## config.mk

```make
export PLATFORM = sky130hd
export DESIGN_NAME = morse_receptor_flat
export DESIGN_NICKNAME = d
export VERILOG_FILES = /design/src/rtl/morse_receptor_if.sv /design/src/rtl/morse_receptor.sv /design/src/flat_wrapper.sv
export SDC_FILE = /design/constraint.sdc
export NUM_CORES = 1
export LEC_CHECK = 0
export CORE_MARGIN = 2
export CORE_UTILIZATION = 50
export CTS_BUF_LIST = sky130_fd_sc_hd__clkbuf_2
export DETAILED_ROUTE_END_ITERATION = 8
export PLACE_DENSITY = 0.68
export RECOVER_POWER = 25
export SKIP_LAST_GASP = 1
export SYNTH_ARGS = -nofsm -noshare
export SYNTH_HDL_FRONTEND = slang
export SYNTH_SLANG_ARGS = --single-unit
```

## constraint.sdc

```tcl
create_clock -name clk -period 2.4 [get_ports clk]
set_clock_uncertainty 0.2 [all_clocks]
set_input_delay 0.48 -clock clk [delete_from_list [all_inputs] [get_ports clk]]
set_output_delay 0.48 -clock clk [all_outputs]
set_load 0.05 [all_outputs]
```

## src/rtl/morse_receptor_if.sv

```systemverilog
// Character bus between a Morse key receiver and its consumer.
// The DUT uses the slave modport; the key source and the character sink use master.
interface morse_receptor_if;
    logic       tecla;
    logic [6:0] caracter;
    logic       valido;
    logic       error;

    modport master (output tecla, input caracter, input valido, input error);
    modport slave  (input tecla, output caracter, output valido, output error);
endinterface

```

## src/rtl/morse_receptor.sv

```systemverilog
// Morse key receiver: times key presses and gaps, then emits ASCII letters and word spaces.
// Define MORSE_RX_DIGITS_EN to accept 5-element digit patterns (MAXLEN 5 instead of 4).
module morse_receptor #(
    parameter int unsigned UNIT_CYCLES = 5000000
) (
    input  logic            clk,
    input  logic            rst,
    morse_receptor_if.slave bus
);
    localparam int unsigned CW = $clog2(8 * UNIT_CYCLES) + 1;
    localparam logic [CW-1:0] CNT_SAT  = CW'(8 * UNIT_CYCLES);
    localparam logic [CW-1:0] DASH_MIN = CW'(2 * UNIT_CYCLES);
    localparam logic [CW-1:0] GAP_CHAR = CW'(3 * UNIT_CYCLES);
    localparam logic [CW-1:0] GAP_WORD = CW'(7 * UNIT_CYCLES);
`ifdef MORSE_RX_DIGITS_EN
    localparam logic [2:0] MAXLEN = 3'd5;
`else
    localparam logic [2:0] MAXLEN = 3'd4;
`endif

    localparam logic [2:0] IDLE           = 3'd0;
    localparam logic [2:0] MARCA          = 3'd1;
    localparam logic [2:0] PAUSA          = 3'd2;
    localparam logic [2:0] ESPERA_PALABRA = 3'd3;
    localparam logic [2:0] DESCARTE       = 3'd4;

    logic [1:0]    sync_q;
    logic          k, k_q;
    logic [CW-1:0] cnt_q, cnt_d;
    logic [2:0]    estado_q, estado_d;
    logic [2:0]    len_q, len_d;
    logic [4:0]    pat_q, pat_d;
    logic [6:0]    caracter_q, caracter_d;
    logic          valido_q, valido_d;
    logic          error_q, error_d;
    logic          gap_char, gap_word;
    logic [7:0]    hit;

    // Returns {valid, ascii}; pat holds the elements right-aligned, first element highest.
    function automatic logic [7:0] lookup(input logic [2:0] n, input logic [4:0] p);
        logic [7:0] r;
        r = 8'h00;
        case ({n, p})
            8'b010_00001: r = {1'b1, 7'h41};
            8'b100_01000: r = {1'b1, 7'h42};
            8'b100_01010: r = {1'b1, 7'h43};
            8'b011_00100: r = {1'b1, 7'h44};
            8'b001_00000: r = {1'b1, 7'h45};
            8'b100_00010: r = {1'b1, 7'h46};
            8'b011_00110: r = {1'b1, 7'h47};
            8'b100_00000: r = {1'b1, 7'h48};
            8'b010_00000: r = {1'b1, 7'h49};
            8'b100_00111: r = {1'b1, 7'h4A};
            8'b011_00101: r = {1'b1, 7'h4B};
            8'b100_00100: r = {1'b1, 7'h4C};
            8'b010_00011: r = {1'b1, 7'h4D};
            8'b010_00010: r = {1'b1, 7'h4E};
            8'b011_00111: r = {1'b1, 7'h4F};
            8'b100_00110: r = {1'b1, 7'h50};
            8'b100_01101: r = {1'b1, 7'h51};
            8'b011_00010: r = {1'b1, 7'h52};
            8'b011_00000: r = {1'b1, 7'h53};
            8'b001_00001: r = {1'b1, 7'h54};
            8'b011_00001: r = {1'b1, 7'h55};
            8'b100_00001: r = {1'b1, 7'h56};
            8'b011_00011: r = {1'b1, 7'h57};
            8'b100_01001: r = {1'b1, 7'h58};
            8'b100_01011: r = {1'b1, 7'h59};
            8'b100_01100: r = {1'b1, 7'h5A};
`ifdef MORSE_RX_DIGITS_EN
            8'b101_11111: r = {1'b1, 7'h30};
            8'b101_01111: r = {1'b1, 7'h31};
            8'b101_00111: r = {1'b1, 7'h32};
            8'b101_00011: r = {1'b1, 7'h33};
            8'b101_00001: r = {1'b1, 7'h34};
            8'b101_00000: r = {1'b1, 7'h35};
            8'b101_10000: r = {1'b1, 7'h36};
            8'b101_11000: r = {1'b1, 7'h37};
            8'b101_11100: r = {1'b1, 7'h38};
            8'b101_11110: r = {1'b1, 7'h39};
`endif
            default:      r = 8'h00;
        endcase
        return r;
    endfunction

    assign k = sync_q[1];

    // cnt_q is the length of the run of level k_q; an edge restarts it at one cycle.
    always_comb begin
        if (k != k_q) begin
            cnt_d = CW'(1);
        end else if (cnt_q == CNT_SAT) begin
            cnt_d = cnt_q;
        end else begin
            cnt_d = cnt_q + CW'(1);
        end
    end

    assign gap_char = !k_q && (cnt_q >= GAP_CHAR);
    assign gap_word = !k_q && (cnt_q >= GAP_WORD);
    assign hit      = lookup(len_q, pat_q);

    always_comb begin
        estado_d   = estado_q;
        len_d      = len_q;
        pat_d      = pat_q;
        caracter_d = caracter_q;
        valido_d   = 1'b0;
        error_d    = 1'b0;
        case (estado_q)
            IDLE: begin
                if (k) estado_d = MARCA;
            end
            MARCA: begin
                if (!k) begin
                    if (len_q == MAXLEN) begin
                        error_d  = 1'b1;
                        len_d    = 3'd0;
                        pat_d    = 5'd0;
                        estado_d = DESCARTE;
                    end else begin
                        pat_d    = {pat_q[3:0], (cnt_q >= DASH_MIN)};
                        len_d    = len_q + 3'd1;
                        estado_d = PAUSA;
                    end
                end
            end
            PAUSA: begin
                // Threshold wins over a press arriving in the same cycle.
                if (gap_char) begin
                    if (hit[7]) begin
                        caracter_d = hit[6:0];
                        valido_d   = 1'b1;
                        estado_d   = ESPERA_PALABRA;
                    end else begin
                        error_d  = 1'b1;
                        estado_d = IDLE;
                    end
                    len_d = 3'd0;
                    pat_d = 5'd0;
                end else if (k) begin
                    estado_d = MARCA;
                end
            end
            ESPERA_PALABRA: begin
                if (gap_word) begin
                    caracter_d = 7'h20;
                    valido_d   = 1'b1;
                    estado_d   = IDLE;
                end else if (k) begin
                    estado_d = MARCA;
                end
            end
            DESCARTE: begin
                if (gap_char) estado_d = IDLE;
            end
            default: estado_d = IDLE;
        endcase
    end

    always_ff @(posedge clk) begin
        if (rst) begin
            sync_q     <= 2'b00;
            k_q        <= 1'b0;
            cnt_q      <= '0;
            estado_q   <= IDLE;
            len_q      <= 3'd0;
            pat_q      <= 5'd0;
            caracter_q <= 7'h00;
            valido_q   <= 1'b0;
            error_q    <= 1'b0;
        end else begin
            sync_q     <= {sync_q[0], bus.tecla};
            k_q        <= k;
            cnt_q      <= cnt_d;
            estado_q   <= estado_d;
            len_q      <= len_d;
            pat_q      <= pat_d;
            caracter_q <= caracter_d;
            valido_q   <= valido_d;
            error_q    <= error_d;
        end
    end

    assign bus.caracter = caracter_q;
    assign bus.valido   = valido_q;
    assign bus.error    = error_q;
endmodule
```

## src/flat_wrapper.sv

```systemverilog
// flat-port wrapper written by rule: the top's interface ports become plain ports
module morse_receptor_flat 
#(
    parameter int unsigned UNIT_CYCLES = 5000000
)
  (clk, rst, bus_tecla, bus_caracter, bus_valido, bus_error);
  morse_receptor_if bus_i ();
  input  logic clk;
  input  logic rst;
  input wire logic [$bits(bus_i.tecla)-1:0] bus_tecla;
  output wire logic [$bits(bus_i.caracter)-1:0] bus_caracter;
  output wire logic [$bits(bus_i.valido)-1:0] bus_valido;
  output wire logic [$bits(bus_i.error)-1:0] bus_error;
  assign bus_i.tecla = bus_tecla;
  assign bus_caracter = bus_i.caracter;
  assign bus_valido = bus_i.valido;
  assign bus_error = bus_i.error;
  morse_receptor #(.UNIT_CYCLES(UNIT_CYCLES)) u_core (.clk(clk), .rst(rst), .bus(bus_i));
endmodule
```

== Word level (Yosys, flattened, before mapping) ==
Cells that the tools add are included.
Operators by class
  add/sub/neg operators: 2
  magnitude comparators: 3
  equal/unequal tests: 39
  muxes and demuxes: 31
  reductions and logical operators: 10
Operators with widths (number)
  8-bit case mux with 26 select lines: 1
  8-bit by 7-bit == test with 1-bit output, second input constant: 12
  8-bit == test, second input constant: 12
  27-bit by 24-bit >= comparator with 1-bit output, second input constant: 2
  27-bit by 1-bit adder with 27-bit output, second input constant: 1
  27-bit by 26-bit == test with 1-bit output, second input constant: 1
  27-bit by 26-bit >= comparator with 1-bit output, second input constant: 1
  3-bit 2-to-1 mux: 8
  7-bit 2-to-1 mux: 3
  8-bit by 6-bit == test with 1-bit output, second input constant: 2
  5-bit 2-to-1 mux: 3
  3-bit case mux with 5 select lines: 1
  7-bit case mux with 2 select lines: 1
  2-bit by 1-bit inequality test with 1-bit output, second input constant: 5
  5-bit case mux with 2 select lines: 1
  1-bit 2-to-1 mux: 9
  3-bit by 2-bit == test with 1-bit output, second input constant: 2
  3-bit == test, second input constant: 2
  3-bit case mux with 2 select lines: 1
  1-bit case mux with 2 select lines: 2
  4-bit AND reduction: 1
  2-bit nonzero test: 2
  3-bit by 1-bit adder with 3-bit output, second input constant: 1
  3-bit by 1-bit == test with 1-bit output, second input constant: 1
  other kinds (9): 10
Storage, ports and cells
  register bits: 50
  bits of input ports: 3

== Depth between registers and ports, before layout ==
  depth after elaboration: 5
  gate-level depth with buffers: 8

== Worst setup path before layout ==
OpenSTA, ideal clock, no wires.
  path kind: reg2reg
  start: reg u_core.cnt_q[11]
  end: reg u_core.caracter_q[1], in the netlist u_core.bus.caracter[1]
  library setup time: 0.121 ns
  arrival time: 1.881 ns
  required time: 2.079 ns
  slack: 0.198 ns
  stages on the path, launching flop included: 8
  path buffers: 1
  cell sequence: dfxtp_1 > buf_6 > or4_1 > o21ai_2 > a311oi_4 > and3_4 > a21bo_4 > mux2_4
Between the ends
  longest elaborated chain between the ends: 4
  elaborated cells between the ends (all ways): 7
Ends and longest elaborated chain
  start, declared: RTL line morse_receptor.sv:29  | logic [CW-1:0] cnt_q, cnt_d;
  start signal, assigned: RTL line morse_receptor.sv:176  | cnt_q <= cnt_d;
  27-bit by 26-bit >= comparator with 1-bit output / 27-bit by 24-bit >= comparator with 1-bit output (equally long branches): RTL line morse_receptor.sv:101, morse_receptor.sv:100
  1-bit logical AND (on tied branches): RTL line morse_receptor.sv:101, morse_receptor.sv:100
  2-bit by 1-bit inequality test with 1-bit output (no line)
  4-bit AND reduction (no line) *
  end signal, assigned: RTL line morse_receptor.sv:180  | caracter_q <= caracter_d;
  end, declared: RTL line morse_receptor.sv:33  | logic [6:0] caracter_q, caracter_d;
Every way passes the cells marked *; elsewhere a longest branch is shown, timed or not.
A chain may end at the register's enable or synchronous reset.

== Worst setup path after layout ==
  start: reg u_core.cnt_q[9]
  end: reg u_core.caracter_q[1], in the netlist u_core.bus.caracter[1]
Same word-level chain as after synthesis.

==> metrics <==
Crit Path Class flop to flop; GRT overflow 0; Crit Reg-Reg Endpoint u_core.bus.caracter[1]$_SDFFE_PP0P_; Syn Nets ~370; commonest non-fill, non-tap cell in the layout dfxtp_1; # rows 28; WP data required 2.54 ns; critical path's largest stage delay approximately 0.54 ns; Critical Path AT 2.45 ns; CTS H-Tree Depth 2; Most used DFF post-synth dfxtp_1; postcts setup bufs 0; most frequent cells in the layout 47 x dfxtp_1, 43 x nor2_1, 33 x buf_4; DRC errors left 0; GR peak layer met1; Hold Path Class flop to flop; Tcrit/Tclk final ~96%; max-cap viol count 0; power per standard cell area 401 nW/um^2; Post-Synthesis Cells between 300 and 400; Die H approximately 80 um; final wirelength 6.58 mm; M3 GR Usage about 3.4%; post-place setup slack just over 0.08 ns; Final Setup Violations 0; r2r worst-path depth 6; worst vdd ir 0.241 mV; Clock Root Buffer clkbuf_2; hold path endpoint u_core.sync_q[1]$_SDFF_PP0_; largest net degree at the start of global routing 27; layout cell share with drive strength beyond 1 a little under a fifth; Routability Congestion 0.834; Via Count around 2,600; port bufs 11; cells along the critical path or4_1, o21ai_2, a311oi_4, and3_4, a21bo_4, mux2_4; hold path cells 1; vias in the first global route between 2,000 and 2,500; register area share after synthesis 33.4%; Min Clock Period, post-route approximately 2.3 ns; slowest CP cell or4_1; core area 5850 sq um; Netlist cell types 75; 1st-iter DRT viols 198; WHS 0.264 ns; Die ar. between 6000 and 7000 sq um; Ys Warns 0; startpoint types flop; Post-synth ARST share 0%; final core utilization ~60%; Worst-path clk slew between 0.2 and 0.3 ns; HPWL after DPL slightly below 5 mm; width of the die roughly 81 um; Num CTS Buffers 5; GRT Total Usage 21.4%; drt pass-1 iters 4; Nets around 400; CTS tree yes; setup TNS 0 ns; global routing usage on met1 32.1%; worst slew pin tran 0.959 ns; status complete, no violations; static leakage roughly 1.3 nW; DR vias/cell 5.69; Post-Layout Inst Area 3420 sq um; Routed WL per cell approximately 14 um; register bit total from synthesis 50; Max Clk Rate approximately 430 MHz; Boundary Pins 12; Worst Path Max Fanout 6; Initial Util between 50% and 60%; worst r2r src u_core.cnt_q[9]$_SDFFE_PP0P_; synthesized area about 3000 sq um; Avg Inst Size Synth 8.34 sq um; placed instance area 3350 sq um; GRT met2 Usage 30.7%; Final Power roughly 1.4 mW; initial antenna violation count 0; Post-DRT Antenna Nets 0; RSZ-0062 raised after global routing false; number of diodes 0; Post-synth EDFFs 0; Sink Count 50; reg2reg setup slack between 0.08 and 0.09 ns; synthesis-to-layout area growth 14.2%; Layout Cells excl Fill roughly 460; max_slew headroom roughly 36%; Inst Count DP 456; endpoint class of the critical path flop; final worst-path setup slack ~0.084 ns; hold path startpoint u_core.sync_q[0]$_SDFF_PP0_; CTS Hold Bufs 0; endpoints failing hold 0; Pins Over Slew Limit 0; clock latency on the worst-skew pair 0.43 ns; CTS Buffer Depth 2; first-pass GRT wire length around 11 mm; post-cts resize count 0
[cell type report]
type                    instances  area [sq um]
clock inverters                 2          37.5
flip-flops and latches         50          1000
clock buffers                   6          30.0
well taps                      75          93.8
multi-input cells             275          1850
fillers                       538          2430
inverters                      10          37.5
repair buffers                 46           367
[power by group]
| part | leakage, nW | internal (mW) | switching (mW) |
|---|---|---|---|
| logic | 0.816 | 0.0247 | 0.0400 |
| clock network | 0.0392 | 0.180 | 0.275 |
| registers | 0.405 | 0.841 | 0.0119 |
[sequential cells by signal (all words and copies together) (netlist names)]
name and cells:
u_core.pat_q 5, u_core.bus.error 1, u_core.k_q 1, u_core.len_q 3, u_core.cnt_q 27, u_core.bus.caracter 7
u_core.sync_q 2, u_core.bus.valido 1, u_core.estado_q 3
[metal layers]
metal / vias to the layer above / part of all wire [%]
met2: 37 / 43
met3: 8 / 3.1
met5: - / 0
li1: 1358 / -
met1: 1239 / 53
met4: 0 / 1.3
[critical path, delay by kind of cell (launching register included)]
| family | cells | cell delay, ns |
|---|---|---|
| AND/OR/NAND/NOR | 2 | 0.77 |
| AO/OA/AOI/OAI | 3 | 0.58 |
| flip-flops | 1 | 0.37 |
| multiplexers | 1 | 0.30 |
[cell families (layout without fill, tap and decap cells)]
kind of cell               Yosys count  count (layout)  share of synthesized area [%]
adders and majority gates            4               4                           1.67
and+or+nand+nor                    167             167                           31.9
buffers and inverters               34              64                           4.97
muxes                                6               6                           2.55
DFF                                 50              50                           33.4
AOI/OAI and AO/OA                   73              73                           18.1
xor gates and xnor gates            25              25                           7.31
[synth_stat cells (2+ instances only)]
cell type  count  area (sq um)
mux2i_1        2          20.0
nor4b_1        3          26.3
ha_1           4          50.1
nand3_1       18          90.1
and2_1         2          12.5
and3_1         4          25.0
o31ai_1        3          22.5
buf_2         11          55.1
a311oi_1       2          17.5
a22o_1         6          52.6
or3_1          7          43.8
nand3b_1       2          15.0
nand2b_1       4          25.0
a211o_1        2          17.5
o22ai_1        2          12.5
nand2_1       21          78.8
a21oi_1       21           105
nor4_1         6          37.5
nor3b_1        2          15.0
and3_4         3          33.8
xnor2_1        9          78.8
a31oi_1        4          25.0
nand4_1       11          68.8
dfxtp_1       50          1000
nor2_1        43           161
xor2_1        16           140
and3_2         2          15.0
o21ai_0        9          45.0
clkbuf_1      11          41.3
mux2_4         3          45.0
nor3_1        13          65.1
nor2b_1        8          50.1
o211ai_1       3          22.5
nor4_2         2          25.0
inv_1          9          33.8
nand4bb_1      2          22.5
[worst max-delay path by stage]
stage	slack [ns]	start	endpoint
floorplan	0.20	u_core.cnt_q[11]$_SDFFE_PP0P_	u_core.bus.caracter[1]$_SDFFE_PP0P_
global placement	0.14	u_core.len_q[1]$_SDFFE_PP0P_	u_core.bus.caracter[1]$_SDFFE_PP0P_
detailed placement	0.08	u_core.len_q[1]$_SDFFE_PP0P_	u_core.bus.caracter[1]$_SDFFE_PP0P_
CTS	0.02	u_core.len_q[1]$_SDFFE_PP0P_	u_core.bus.caracter[1]$_SDFFE_PP0P_
global route	0.005	u_core.cnt_q[9]$_SDFFE_PP0P_	u_core.bus.caracter[1]$_SDFFE_PP0P_
finish	0.08	u_core.cnt_q[9]$_SDFFE_PP0P_	u_core.bus.caracter[1]$_SDFFE_PP0P_
(Power assumes the default switching activity.)
==> patch (config.mk and constraints unchanged) <==
The option `MORSE_RX_DIGITS_EN` is turned on by a define.
--- a/src/rtl/morse_receptor.sv
+++ b/src/rtl/morse_receptor.sv
@@ -2,2 +2,4 @@
 // Define MORSE_RX_DIGITS_EN to accept 5-element digit patterns (MAXLEN 5 instead of 4).
+`define MORSE_RX_DIGITS_EN
+
 module morse_receptor #(
Behaviour: same outputs for any inputs over 10 cycles, from zero or initial values and one cycle with rst high; that may be too few to reach the edited logic, so the function may still have changed.
==> patch against the original RTL <==
Cell count increased by 6.5%; cell area increased by 4.0%; global-route usage grew 2.2 points; sequential share of layout area down 0.95 points; synthesized area rose by 2.5%; total power rose by 1.4%; setup slack lost 9.6 ps; highest routed layer unchanged; largest power group unchanged; via count rose by 15%; sequential cell count unchanged; routed wire length rose by 19%; synthesized cell count grew 9.2%; largest cell class unchanged.
==> patch: results (changes against the original RTL) <==
GR Util met2 0.318 (+0.0112); met3 wire length 573 um (+190%); Final Max Slew Viols 0 (unchanged); CP Data Arrival Time 1650 ps (-800 ps); DP HPWL 5530 um (+13%); Port Buffers 11 (unchanged); switch share 0.247 (+0.00930); final hold slack 278 ps (+13.4 ps); R2R depth 9 (+3); drt pass-1 iters 5 (+1); clk_lat worst skew 430 ps (about the same); Peak VDD IR 0.248 mV (+3.2%); Max FO, Critical Path 2 (-4); Vias 3047 (+15%); first-pass GRT wire length 12500 um (+12%); Met1 Wirelength 3960 um (+14%); reg2reg start u_core.len_q[0]; nets@finish 423 (+7.1%); hold path endpoint u_core.sync_q[1]; Routability Congestion 0.966 (+16%); ranking of synthesized cells by area dfxtp_1 (33%), nor2_1 (5.9%), xnor2_1 (4.9%); Synth top cells by count dfxtp_1 (50), nor2_1 (48), nand2_1 (39); Worst path max stage delay 810 ps (+270 ps); CP Launch Point u_core.bus.caracter[0]; GRT Resource Usage Total 0.236 (+0.0220); Worst Setup EP bus_caracter[0]; layout cells sized above 1 0.158 (-0.0250); Yosys cell types 67 (-11%); post-synthesis sequential area ratio 0.326 (-0.00818); Synth Net Count 397 (+8.5%); worst reg2reg endpoint u_core.bus.caracter[0]; WL final 7860 um (+19%); Tightest Pin Transition 666 ps (-292 ps); wire length on met2 3220 um (+14%); outcome finished clean; slowest CP cell clkdlybuf4s50_1; met3 Use GR 0.0522 (+0.0177); Top delay family on crit path buffers and inverters; FILL cells 530 (-1.5%); syn avg cell area 7.83 um2 (-6.1%); final std cells w/o fill 494 (+6.5%); Reg with most FFs u_core.cnt_q; leak pwr 1.29 nW (+2.6%); DRT iter0 DRCs 259 (+31%); number of global-route vias before repair 2609 (+10%)
patch: changes by cell type after synthesis, moves of 6 or more:
cell | before | now
buf_2 | 11 | 3
nand2_1 | 21 | 39
xnor2_1 | 9 | 17
xor2_1 | 16 | 8
mux2i_1 | 2 | 8
patch: power by group through the flow:
stage	Sequential [mW]	Combinational (mW)	Clock, mW
floorplan	0.864	0.0477	0
global placement	0.864	0.0721	0
detailed placement	0.864	0.0725	0
CTS	0.850	0.0733	0.473
global route	0.851	0.0833	0.511
finish	0.848	0.0748	0.468
patch: final cells by class:
class	instances	area [um2]	area share
Tap cell	75	93.8	0.0264
Multi-Input combinational cell	305	1970	0.555
Sequential cell	50	1010	0.284
Clock buffer	6	30.0	0.00844
Timing Repair Buffer	42	358	0.101
Clock inverter	2	37.5	0.0106
Inverter	14	52.6	0.0148
patch: kinds of logic after synthesis:
| kind of cell | count (synthesis) | synth area share |
|---|---|---|
| AO/OA/AOI/OAI | 85 | 0.190 |
| flip-flops | 50 | 0.326 |
| buffers and inverters | 37 | 0.0530 |
| adder cells (fa/ha/maj) | 2 | 0.00815 |
| AND/OR/NAND/NOR | 183 | 0.318 |
| multiplexers | 10 | 0.0334 |
| XOR/XNOR | 25 | 0.0713 |
patch: per-stage QoR:
step | TNS, ps | util | cell area, um2 | setup WS (ps)
after floorplan | 0 | - | 3070 | 78.5
after global placement | 0 | 0.573 | 3390 | 81.0
after detailed placement | 0 | 0.573 | 3390 | 53.6
after CTS | 0 | 0.585 | 3460 | 7.85
after global routing | -11.5 | 0.601 | 3560 | -6.17
final | 0 | 0.601 | 3560 | 74.6
patch: worst register-to-register path, cell delays in order (launching register included):
cell     delay, ps
dfxtp_2        390
buf_4          170
buf_4          180
and3b_1        240
buf_4          170
nand2_1         80
nor3_1          50
o311a_1        350
o31ai_2        290
mux2i_1        120
